[config.mk]
export PLATFORM = sky130hd
export DESIGN_NAME = axi_stall_scheduler
export DESIGN_NICKNAME = d
export VERILOG_FILES = /design/src/rtl/axi_stall_scheduler.sv
export SDC_FILE = /design/constraint.sdc
export NUM_CORES = 1
export LEC_CHECK = 0
export BUFFER_PORTS_ARGS = -buffer_cell sky130_fd_sc_hd__buf_2
export CAP_MARGIN = 20
export CORE_MARGIN = 2
export CORE_UTILIZATION = 55
export DETAILED_ROUTE_END_ITERATION = 12
export PLACE_DENSITY = 0.74
export SYNTH_ARGS = -nofsm -noshare
export SYNTH_HDL_FRONTEND = slang
export SYNTH_SLANG_ARGS = --single-unit
export TNS_END_PERCENT = 30
[constraint.sdc]
create_clock -name clk_i -period 2.25 [get_ports clk_i]
set_input_delay 0.675 -clock clk_i [delete_from_list [all_inputs] [get_ports clk_i]]
set_output_delay 0.675 -clock clk_i [all_outputs]
set_load 0.005 [all_outputs]
[src/rtl/axi_stall_scheduler.sv]
// axi_stall_scheduler
//   Per-channel stall scheduler for the five AXI handshakes (AW, W, AR, B, R).
//   Each channel owns a small IDLE/COUNT/RELEASE FSM that holds its gate closed
//   for an effective delay. The delay is either a fixed configured count or a
//   pseudo-random count: a shared 16-bit Galois LFSR value, rotated per channel
//   and masked by the configured delay.
//
// Ports
//   clk_i, rst_ni    clock, asynchronous active-low reset
//   clr_i            synchronous clear of FSMs, counters and LFSR (config kept)
//   enable_i         0 opens every gate and parks the FSMs in IDLE
//   cfg_we_i         configuration write strobe
//   cfg_ch_i         target channel 0=AW 1=W 2=AR 3=B 4=R (5..7 ignored)
//   cfg_delay_i      fixed delay, or bound mask in random mode
//   cfg_random_i     1 selects random mode for the target channel
//   valid_i[4:0]     upstream valid per channel
//   ready_i[4:0]     downstream ready per channel, as seen at the gate
//   go_o[4:0]        gate enable per channel
//   stalled_o[4:0]   valid_i & ~go_o
module axi_stall_scheduler #(
  parameter int unsigned DelayWidth    = 8,
  parameter int unsigned DefaultDelay  = 1,
  parameter logic        DefaultRandom = 1'b0,
  parameter logic [15:0] LfsrSeed      = 16'hACE1
) (
  input  logic                  clk_i,
  input  logic                  rst_ni,
  input  logic                  clr_i,
  input  logic                  enable_i,
  input  logic                  cfg_we_i,
  input  logic [2:0]            cfg_ch_i,
  input  logic [DelayWidth-1:0] cfg_delay_i,
  input  logic                  cfg_random_i,
  input  logic [4:0]            valid_i,
  input  logic [4:0]            ready_i,
  output logic [4:0]            go_o,
  output logic [4:0]            stalled_o
);

  localparam int NumCh = 5;

  typedef enum logic [1:0] {IDLE, COUNT, RELEASE} state_e;

  logic [15:0] lfsr_q;

  function automatic logic [15:0] lfsr_step(input logic [15:0] v);
    return {1'b0, v[15:1]} ^ (v[0] ? 16'hB400 : 16'h0000);
  endfunction

  // Rotate left by s: the upper half of the doubled word shifted left.
  function automatic logic [15:0] rotl16(input logic [15:0] v, input logic [3:0] s);
    logic [31:0] d;
    d = {v, v} << s;
    return d[31:16];
  endfunction

  always_ff @(posedge clk_i or negedge rst_ni) begin
    if (!rst_ni) begin
      lfsr_q <= LfsrSeed;
    end else if (clr_i) begin
      lfsr_q <= LfsrSeed;
    end else begin
      lfsr_q <= lfsr_step(lfsr_q);
    end
  end

  for (genvar g = 0; g < NumCh; g++) begin : g_ch
    localparam logic [3:0] Rot = 4'(3 * g);

    state_e                state_q;
    logic [DelayWidth-1:0] cnt_q;
    logic [DelayWidth-1:0] cfg_delay_q;
    logic                  cfg_random_q;
    logic [15:0]           lfsr_rot;
    logic [DelayWidth-1:0] eff;

    // Rotating by a different amount per channel decorrelates the channels
    // while sharing one LFSR.
    assign lfsr_rot = rotl16(lfsr_q, Rot);
    assign eff      = cfg_random_q ? (lfsr_rot[DelayWidth-1:0] & cfg_delay_q) : cfg_delay_q;

    // Gate: forced open when disabled; in IDLE a zero delay passes the beat
    // in the same cycle.
    assign go_o[g] = !enable_i ? 1'b1
                   : ((state_q == RELEASE) || ((state_q == IDLE) && (eff == '0)));

    // Config writes are independent of clear; in-flight beats already latched
    // their count, so a new value only matters at the next IDLE evaluation.
    always_ff @(posedge clk_i or negedge rst_ni) begin
      if (!rst_ni) begin
        cfg_delay_q  <= DelayWidth'(DefaultDelay);
        cfg_random_q <= DefaultRandom;
      end else if (cfg_we_i && (cfg_ch_i == 3'(g))) begin
        cfg_delay_q  <= cfg_delay_i;
        cfg_random_q <= cfg_random_i;
      end
    end

    always_ff @(posedge clk_i or negedge rst_ni) begin
      if (!rst_ni) begin
        state_q <= IDLE;
        cnt_q   <= '0;
      end else if (clr_i || !enable_i) begin
        state_q <= IDLE;
        cnt_q   <= '0;
      end else begin
        unique case (state_q)
          IDLE: begin
            if (valid_i[g]) begin
              if (eff == DelayWidth'(1)) begin
                state_q <= RELEASE;
              end else if (eff != '0) begin
                cnt_q   <= eff - DelayWidth'(1);
                state_q <= COUNT;
              end
            end
          end
          // A beat is already pending here, so valid is not looked at.
          COUNT: begin
            if (cnt_q == DelayWidth'(1)) begin
              cnt_q   <= '0;
              state_q <= RELEASE;
            end else begin
              cnt_q <= cnt_q - DelayWidth'(1);
            end
          end
          // Hold the gate open until the beat actually transfers, even if
          // valid is withdrawn in between.
          RELEASE: begin
            if (valid_i[g] && ready_i[g]) begin
              state_q <= IDLE;
            end
          end
          default: begin
            state_q <= IDLE;
            cnt_q   <= '0;
          end
        endcase
      end
    end
  end

  assign stalled_o = valid_i & ~go_o;

endmodule
==> results.toml, run 1 <==
[grt]
antenna_found_initial = 0
grt_use_total_pct = 30.5
grt_pass1_vias = 6408
grt_max_degree = 53
grt_pass1_wl_um = 32200
gr-total-overflow = 0

[die]
core_area_mm2 = 0.0122
die-area_mm2 = 0.0135
ios = 37
fp.dieW_um = 116
dieHeight_um = 116
rows = 40
start_util_pct = 57.0

[clocking]
root_buffer = "clkbuf_16"
clock_latency_ns = 0.36
cts_tree = "built"
cts_buffers = 9
path_clk_slew_ns = 0.08
cts-hold-fix-buffers = 0
cts_buffer_depth = 2
h-tree-depth = 3
cts_sinks = 111

[worst_setup_path]
worst_ep_required_time_ns = 1.57
path_cells = "o21ba_4 -> nor4_4 -> and3_4 -> a21oi_2 -> o21ai_1 -> nor2_1 -> buf_2"
arrival_ns = 1.95
crit_type = "register to output port"
path_max_fanout = 4
end_kind = "output port"
cp-start-kind = "register"
crit_slowest_cell = "dfrtp_1"
max_stage_delay_ns = 0.43

[pwr]
power_frac_seq_pct = 36.6
p_int_w = 0.00467
switching_power_w = 0.00264
leakage_nw = 3.62
powerDensity_mw_per_mm2 = 843
p_sw_share_pct = 36.2
vdd_drop_max_mv = 0.700
comb_power_share_pct = 38.4
clockPowerShare_pct = 24.9

[drt]
drt-initial-drc-count = 584
vias_per_cell = 6.27
ant_nets = 0
vias = 6631
drc_errors = 0
firstDrtPassIters = 6
wire_per_inst_um = 19.1
drt-total-wl_um = 20200

[synthesis]
netlist.area_leader.share_pct = 35.4
synthFlopType = "dfrtp_1"
seq_area_frac_synth_pct = 40.3
synth_area_leaders = "dfrtp_1 35%, mux2_2 6.5%, dfstp_2 4.9%, o21ai_0 3.8%, nor2_1 3.7%"
ys_ff_latch = 111
synthTopCellsByCount = "98 x dfrtp_1, 68 x nor2_1, 53 x o21ai_0"
yosysWarnings = 0
ys_types = 80
syn_nets = 804
async_flop_share_pct = 100
synth_cells = 764
synth_enable_flop_cells = 0
synth_area_mm2 = 0.00693
synth.most_common_cell = "dfrtp_1"
syn_area_per_cell_um2 = 9.07
synthDominantAreaCellType = "dfrtp_1"

[hold_path]
hp-class = "input pin to asynchronous set/reset pin"

[sta]
rsz0062_at_grt = "true"
setup_viol = 10
holdWs_ns = 0.202
slew-limit-headroom_pct = 46.6
finalSetupTns_ns = -2.94
worst_slack_ns = -0.372
fin_crit_ns = 2.62
worst_pin_slew_ns = 0.800
maxSlewViolCount = 0
hold_viol = 0
finClkSkew_ns = 0.00701
clock.fmax_ghz = 0.381
finalCritPeriodShare_pct = 117

[placed_design]
post-place-ws_ns = -0.0424
dp_hpwl_um = 14300
port_buffers = 36
gp_congestion = 0.969

[finish]
n_antenna_cell = 0
post-route-util_pct = 71.3
drive_above_1_share_pct = 32.2
area_delta_synth_final_pct = 25.1
final_nets = 925

[status]
run_status = "finished with violations"
violations = "negative setup slack"

[run]
max-cap-violations = 0
[cells in the final DEF (no fill, tap or decap), types with 35 or more instances in the layout]
master	instances
a21oi_1	44
buf_2	35
buf_4	90
dfrtp_1	93
inv_1	36
mux2_2	40
nand2_1	51
nor2_1	65
o21ai_0	47
o21ai_1	37
[cell type report]
cell class / instances / area [um2]
Fill cell: 899 / 3490
Timing Repair Buffer: 136 / 1000
Sequential cell: 111 / 2800
Inverter: 39 / 149
Multi-Input combinational cell: 588 / 4170
Tap cell: 168 / 210
Clock inverter: 7 / 110
Clock buffer: 9 / 225
[worst paths after layout]
check	from	endpoint	slack (ns)	cells after the start
hold reg to reg	g_ch[2].cnt_q[7]$_DFFE_PN0P_	g_ch[2].cnt_q[7]$_DFFE_PN0P_	0.52	2
max in group asynchronous	rst_ni	g_ch[0].lfsr_rot[13]$_DFF_PN1_	1.38	2
min in group clk_i	g_ch[2].cnt_q[7]$_DFFE_PN0P_	g_ch[2].cnt_q[7]$_DFFE_PN0P_	0.52	2
setup reg to reg	g_ch[0].lfsr_rot[0]$_DFF_PN1_	g_ch[0].cnt_q[4]$_DFFE_PN0P_	0.04	12
setup / recovery	g_ch[3].cfg_delay_q[3]$_DFFE_PN0P_	stalled_o[3]	-0.37	7
hold / removal	rst_ni	g_ch[3].cnt_q[2]$_DFFE_PN0P_	0.20	1
[flip-flops by register name, summed over array words and instances, names as in the netlist]
signal             flops
g_ch.cnt_q            40
g_ch.state_q          10
g_ch.cfg_delay_q      40
g_ch.lfsr_rot         16
g_ch.cfg_random_q      5
[cell families (layout without fill, tap and decap cells)]
group,Yosys count,in the layout,share of synthesized area [%]
multiplexers,44,44,7.08
flip-flops,111,111,40.3
XOR/XNOR,23,23,2.91
adder cells (fa/ha/maj),13,13,2.35
AO/OA/AOI/OAI,263,263,25.1
buffers and inverters,65,191,3.85
AND/OR/NAND/NOR,245,245,18.4
[power by group through the flow]
stage | Combinational (W) | Sequential [W] | Clock [W]
after floorplan | 0.00163 | 0.00258 | 0
after global placement | 0.00239 | 0.00263 | 0
after detailed placement | 0.00245 | 0.00265 | 0
after CTS | 0.00257 | 0.00263 | 0.00185
after global routing | 0.00304 | 0.00272 | 0.00193
final | 0.00281 | 0.00268 | 0.00182
[routing by layer]
metal | global-route usage (%) | routed length (um)
met2 | 49.6 | 9850
met1 | 41.0 | 8410
met5 | 0 | 0
met4 | 11.1 | 658
met3 | 5.45 | 1240
[stage by stage]
stage	area (um2)	cells	total power, W
finish	8670	1058	0.00731
global route	8670	1058	0.00769
CTS	8380	1049	0.00705
detailed placement	7890	1028	0.00510
global placement	7890	1028	0.00503
floorplan	6940	764	0.00420
[repair_timing]
| action | 4_1_cts | 5_1_grt |
|---|---|---|
| resized for setup | 28 | 50 |
| setup buffers | 5 | 10 |
| setup endpoints to repair | 11 | 38 |
| pin swaps | 15 | 28 |
[worst max-delay path: cells and delay by family (launching register included)]
family / cells / cell delay, ns
flops: 1 / 0.43
compound gates: 3 / 0.46
buf+inv: 1 / 0.12
simple gates: 3 / 0.56
(Power assumes the default switching activity.)
==> run 2, diff against run 1 <==
Settings changed: CORE_UTILIZATION 55 to 51, PLACE_DENSITY 0.74 to 0.69.
Clock period 2.25 ns to 2.2 ns, I/O delays scaled along.
==> results.toml, run 2 (synthesis results as in run 1) <==
[placed_design]
dp_hpwl_um = 14500
post-place-ws_ns = -0.156
port_buffers = 36
gp_congestion = 0.918

[grt]
grt_max_degree = 40
antenna_found_initial = 0
grt_use_total_pct = 28.2
grt_pass1_wl_um = 32300
grt_pass1_vias = 6608
gr-total-overflow = 0

[hold_path]
hp-class = "input pin to asynchronous set/reset pin"

[worst_setup_path]
cp-start-kind = "register"
rr_startpoint = "g_ch[0].lfsr_rot[7]$_DFF_PN1_"
r2r_cells = 9
path_max_fanout = 3
arrival_ns = 1.96
crit-reg2reg-capture = "g_ch[3].cnt_q[1]$_DFFE_PN0P_"
end_kind = "output port"
crit_type = "register to output port"
r2r_slack_ns = 0.01
worst_ep_required_time_ns = 1.54

[clocking]
path_clk_slew_ns = 0.08
cts_buffers = 9
cts_sinks = 111
clock_latency_ns = 0.36
root_buffer = "clkbuf_16"
h-tree-depth = 3
cts_tree = "built"
cts_buffer_depth = 2

[finish]
drive_above_1_share_pct = 33.4
mostFrequentLayoutCell = "buf_4"
final_nets = 949
n_antenna_cell = 0
fillers = 1069
area_delta_synth_final_pct = 26.6
layout_common_cells = "115 x buf_4, 95 x dfrtp_1, 66 x nor2_1"

[sta]
worst_slack_ns = -0.422
rsz0062_at_grt = "true"
hold_viol = 0
setup_viol = 10
fin_crit_ns = 2.62
maxSlewViolCount = 0
finalSetupTns_ns = -3.37
slew-limit-headroom_pct = 47.2
worst_pin_slew_ns = 0.793
clock.fmax_ghz = 0.381
finalCritPeriodShare_pct = 119
finClkSkew_ns = 0.0103

[die]
rows = 42
fp.dieW_um = 121
die-area_mm2 = 0.0145
core_area_mm2 = 0.0132
start_util_pct = 52.3
ios = 37
dieHeight_um = 121

[status]
run_status = "finished with violations"
violations = "negative setup slack"

[drt]
vias = 6600
firstDrtPassIters = 5
ant_nets = 0
vias_per_cell = 6.06
drc_errors = 0
drt-initial-drc-count = 498
drt-total-wl_um = 20100
wire_per_inst_um = 18.4

[pwr]
powerDensity_mw_per_mm2 = 831
leakage_nw = 3.70
vdd_drop_max_mv = 0.425

[run]
max-cap-violations = 0
==> run 2: cell types whose count changed in the layout (fill, tap and decap cells not counted), sizes merged <==
cell / previous run / this run
clkbuf: 9 / 11
buf: 136 / 160
bufinv: 2 / 0
inv: 42 / 40
clkinv: 1 / 3
==> run 2: worst max-delay path by stage <==
stage,startpoint,endpoint,slack [ns]
after floorplan,g_ch[0].lfsr_rot[13]$_DFF_PN1_,stalled_o[2],0.01
after global placement,g_ch[0].lfsr_rot[1]$_DFF_PN0_,stalled_o[0],-0.07
after detailed placement,g_ch[0].lfsr_rot[1]$_DFF_PN0_,stalled_o[0],-0.16
after CTS,g_ch[3].cfg_delay_q[3]$_DFFE_PN0P_,stalled_o[3],-0.44
after global routing,g_ch[1].cfg_delay_q[5]$_DFFE_PN0P_,stalled_o[1],-0.51
final,g_ch[0].lfsr_rot[10]$_DFF_PN1_,stalled_o[3],-0.42
==> run 2: power by group <==
group	switching (W)	total (W)	internal, W
Sequential	0.000356	0.00272	0.00236
Clock	0.000789	0.00163	0.000840
Combinational	0.00149	0.00294	0.00145
Total	0.00264	0.00729	0.00465
==> run 2: layout make-up <==
class | instances | area, um2 | area share (%)
clock buffers | 11 | 253 | 2.88
repair buffers | 160 | 1190 | 13.5
clock inverters | 5 | 38.8 | 0.442
well taps | 176 | 220 | 2.51
inverters | 39 | 146 | 1.67
multi-input cells | 588 | 4130 | 47.1
flip-flops and latches | 111 | 2800 | 31.9
==> run 2: critical path: stages (launching register included) <==
cell and delay (ns):
dfstp_2 0.41, a22o_1 0.28, nor4_4 0.32, and3_4 0.24, a21oi_2 0.05, o21ai_2 0.13, nor2_1 0.05, buf_2 0.12
==> run 2: timing repair <==
action,in CTS,in global routing
endpoints found under the setup margin,16,25
pin swaps,15,21
resized for setup,30,35
setup buffers,9,8
hold buffers,0,0
==> run 2: routing by layer <==
| layer | up-vias | part of all wire [%] | GRT usage [%] |
|---|---|---|---|
| li1 | 3111 | - | - |
| met1 | 3213 | 43 | 37.3 |
| met2 | 233 | 48 | 46.5 |
| met3 | 43 | 6.6 | 4.39 |
| met4 | 0 | 2.7 | 11.5 |
| met5 | - | 0 | 0 |
==> run 2: through the flow <==
step / instances / cell area, um2 / utilization (%) / hold slack, ns / power [W]
finish: 1090 / 8770 / 66.2 / 0.303 / 0.00729
global route: 1090 / 8770 / 66.2 / 0.335 / 0.00771
detailed placement: 1057 / 8070 / 61.0 / 0.493 / 0.00530
global placement: 1057 / 8070 / 61.0 / 0.485 / 0.00522
CTS: 1082 / 8560 / 64.7 / 0.317 / 0.00711
floorplan: 764 / 6940 / - / 0.364 / 0.00430
==> run 3, diff against run 2 <==
Settings changed: ABC_AREA from default to 1.
==> results.toml, run 3 <==
[sta]
finalCritPeriodShare_pct = 110
slew-limit-headroom_pct = 60.2
holdWs_ns = 0.199
finalSetupTns_ns = -1.54
finClkSkew_ns = 0.00977
rsz0062_at_grt = "true"
maxSlewViolCount = 0
setup_viol = 11
hold_viol = 0
worst_slack_ns = -0.212
clock.fmax_ghz = 0.415
worst_pin_slew_ns = 0.595
fin_crit_ns = 2.41

[clocking]
cts_tree = "built"
cts_buffer_depth = 2
root_buffer = "clkbuf_16"
clock_latency_ns = 0.36
h-tree-depth = 3
path_clk_slew_ns = 0.08
cts_buffers = 9
cts_sinks = 111
cts-hold-fix-buffers = 0

[drt]
firstDrtPassIters = 9
drt-total-wl_um = 18700
drc_errors = 0
vias_per_cell = 5.13
vias = 6877
wire_per_inst_um = 13.9
drt-initial-drc-count = 550
ant_nets = 0

[placed_design]
dp_hpwl_um = 13500
place_inst = 1287
port_buffers = 36
post-place-ws_ns = -0.00721
gp_congestion = 0.908

[grt]
grt_pass1_wl_um = 30900
grt-busiest-layer = "met2"
grt_pass1_vias = 6486
gr-total-overflow = 0
met1_usage_pct = 35.6
antenna_found_initial = 0
grtUsageMet3_pct = 6.18
grt_max_degree = 54
grt_use_total_pct = 26.1
met2_usage_pct = 41.6

[worst_setup_path]
worst_ep_required_time_ns = 1.54
arrival_ns = 1.75
crit_path_frequent_cell = "nand2_2"
cp_top_family = "simple AND/OR/NAND/NOR gates"
cp-start-kind = "register"
max_stage_delay_ns = 0.45
path_cells = "buf_4 -> nand2_1 -> nand2_2 -> nand2_2 -> nor2_4 -> nand2_2 -> nor2_4 -> nor2_2 -> nand2_2 -> nor2_1 -> buf_2"
crit_type = "register to output port"
path_max_fanout = 4
critPathBufInv = 2
crit_slowest_cell = "dfrtp_2"
end_kind = "output port"

[synthesis]
synth.most_common_cell = "nand2_1"
synth_area_leaders = "dfrtp_1 34%, nand2_1 20%, inv_1 6.0%, nand3_1 5.5%, o21ai_0 5.2%"
synth_cells = 1045
syn_nets = 1085
syn_area_per_cell_um2 = 6.98
synthDominantAreaCellType = "dfrtp_1"
synthFlopType = "dfrtp_1"
synth_area_mm2 = 0.00729
yosysWarnings = 0
ys_ff_latch = 111
netlist.area_leader.share_pct = 33.6
synth_enable_flop_cells = 0
async_flop_share_pct = 100
synthTopCellsByCount = "390 x nand2_1, 116 x inv_1, 98 x dfrtp_1"
ys_types = 43
seq_area_frac_synth_pct = 38.3

[die]
core_area_mm2 = 0.0139
rows = 43
die-area_mm2 = 0.0153
ios = 37
dieHeight_um = 124
start_util_pct = 52.3
fp.dieW_um = 124

[finish]
n_antenna_cell = 0
multi_input_comb_area_mm2 = 0.00409
fillers = 1284
layout_common_cells = "358 x nand2_1, 108 x inv_1, 94 x dfrtp_1"
drive_above_1_share_pct = 23.5
final_nets = 1195
register_area_mm2 = 0.00280
area_delta_synth_final_pct = 19.3
layout.cells.non_filler = 1340
mostFrequentLayoutCell = "nand2_1"

[pwr]
p_sw_share_pct = 39.6
leakage_nw = 4.57
comb_power_share_pct = 42.1
vdd_drop_max_mv = 0.528
clockPowerShare_pct = 22.4
powerDensity_mw_per_mm2 = 865
switching_power_w = 0.00298
power_frac_seq_pct = 35.5
p_int_w = 0.00454

[status]
run_status = "finished with violations"
violations = "negative setup slack"

[hold_path]
hp-class = "input pin to asynchronous set/reset pin"

[run]
max-cap-violations = 0
-- run 3: cell types whose count changed in the layout (fill, tap and decap cells not counted), sizes merged, moves of 12 or more --
cell	change
nand3	+74
inv	+87
nor2	+27
xnor2	-12
nand3b	+12
nand2b	-22
a21oi	-32
a31oi	-13
nor2b	-17
buf	-47
mux2	-40
a22oi	-23
nand2	+362
-- run 3: final timing paths --
path | startpoint | endpoint | slack, ns | depth (start not counted)
worst max-delay path | g_ch[1].cfg_random_q$_DFFE_PN0P_ | stalled_o[1] | -0.21 | 11
worst min-delay path | rst_ni | g_ch[1].cnt_q[2]$_DFFE_PN0P_ | 0.20 | 1
worst max register to register | g_ch[4].cfg_random_q$_DFFE_PN0P_ | g_ch[4].cnt_q[1]$_DFFE_PN0P_ | -0.09 | 17
worst min register to register | g_ch[2].cnt_q[3]$_DFFE_PN0P_ | g_ch[2].cnt_q[3]$_DFFE_PN0P_ | 0.48 | 2
max in group asynchronous | rst_ni | g_ch[0].cfg_delay_q[0]$_DFFE_PN1P_ | 1.35 | 2
min in group clk_i | g_ch[2].cnt_q[3]$_DFFE_PN0P_ | g_ch[2].cnt_q[3]$_DFFE_PN0P_ | 0.48 | 2
-- run 3: logic make-up (layout without fill, tap and decap cells) --
family          count (synthesis)  after routing  synth area share (%)
compound gates                130            130                  10.4
xor+xnor                       21             21                  2.52
fa+ha+maj                      13             13                  2.23
simple gates                  631            631                  38.6
buf+inv                       139            254                  8.02
flops                         111            111                  38.3
-- run 3: routing by layer --
metal / vias up / share of wire, %
li1: 3534 / -
met1: 3195 / 47
met2: 127 / 47
met3: 21 / 4.7
met4: 0 / 1.3
met5: - / 0
-- run 3: power groups by stage --
stage / combinational, W / clock, W / sequential, W
2_1_floorplan: 0.00211 / 0 / 0.00259
3_3_place_gp: 0.00275 / 0 / 0.00267
3_5_place_dp: 0.00279 / 0 / 0.00267
4_1_cts: 0.00302 / 0.00172 / 0.00264
5_1_grt: 0.00357 / 0.00181 / 0.00271
6_report: 0.00316 / 0.00169 / 0.00267
-- run 3: through the flow --
stage	instance area (um2)	total power (W)	utilization (%)
final	8700	0.00752	62.4
after global routing	8700	0.00809	62.4
after CTS	8520	0.00738	61.1
after detailed placement	7930	0.00546	56.9
after global placement	7930	0.00542	56.9
after floorplan	7290	0.00470	-
-- run 3: what timing repair did --
action / CTS / global route
buffers inserted: 30 / 7
pin swaps: 23 / 19
gates resized for setup: 37 / 37
endpoints found under the setup margin: 10 / 12
-- run 3: cell type report --
cell class | instances | area share (%)
clock inverters | 6 | 0.791
well taps | 180 | 2.59
inverters | 125 | 5.63
flip-flops and latches | 111 | 32.2
repair buffers | 113 | 9.18
multi-input cells | 795 | 47.0
clock buffers | 10 | 2.63
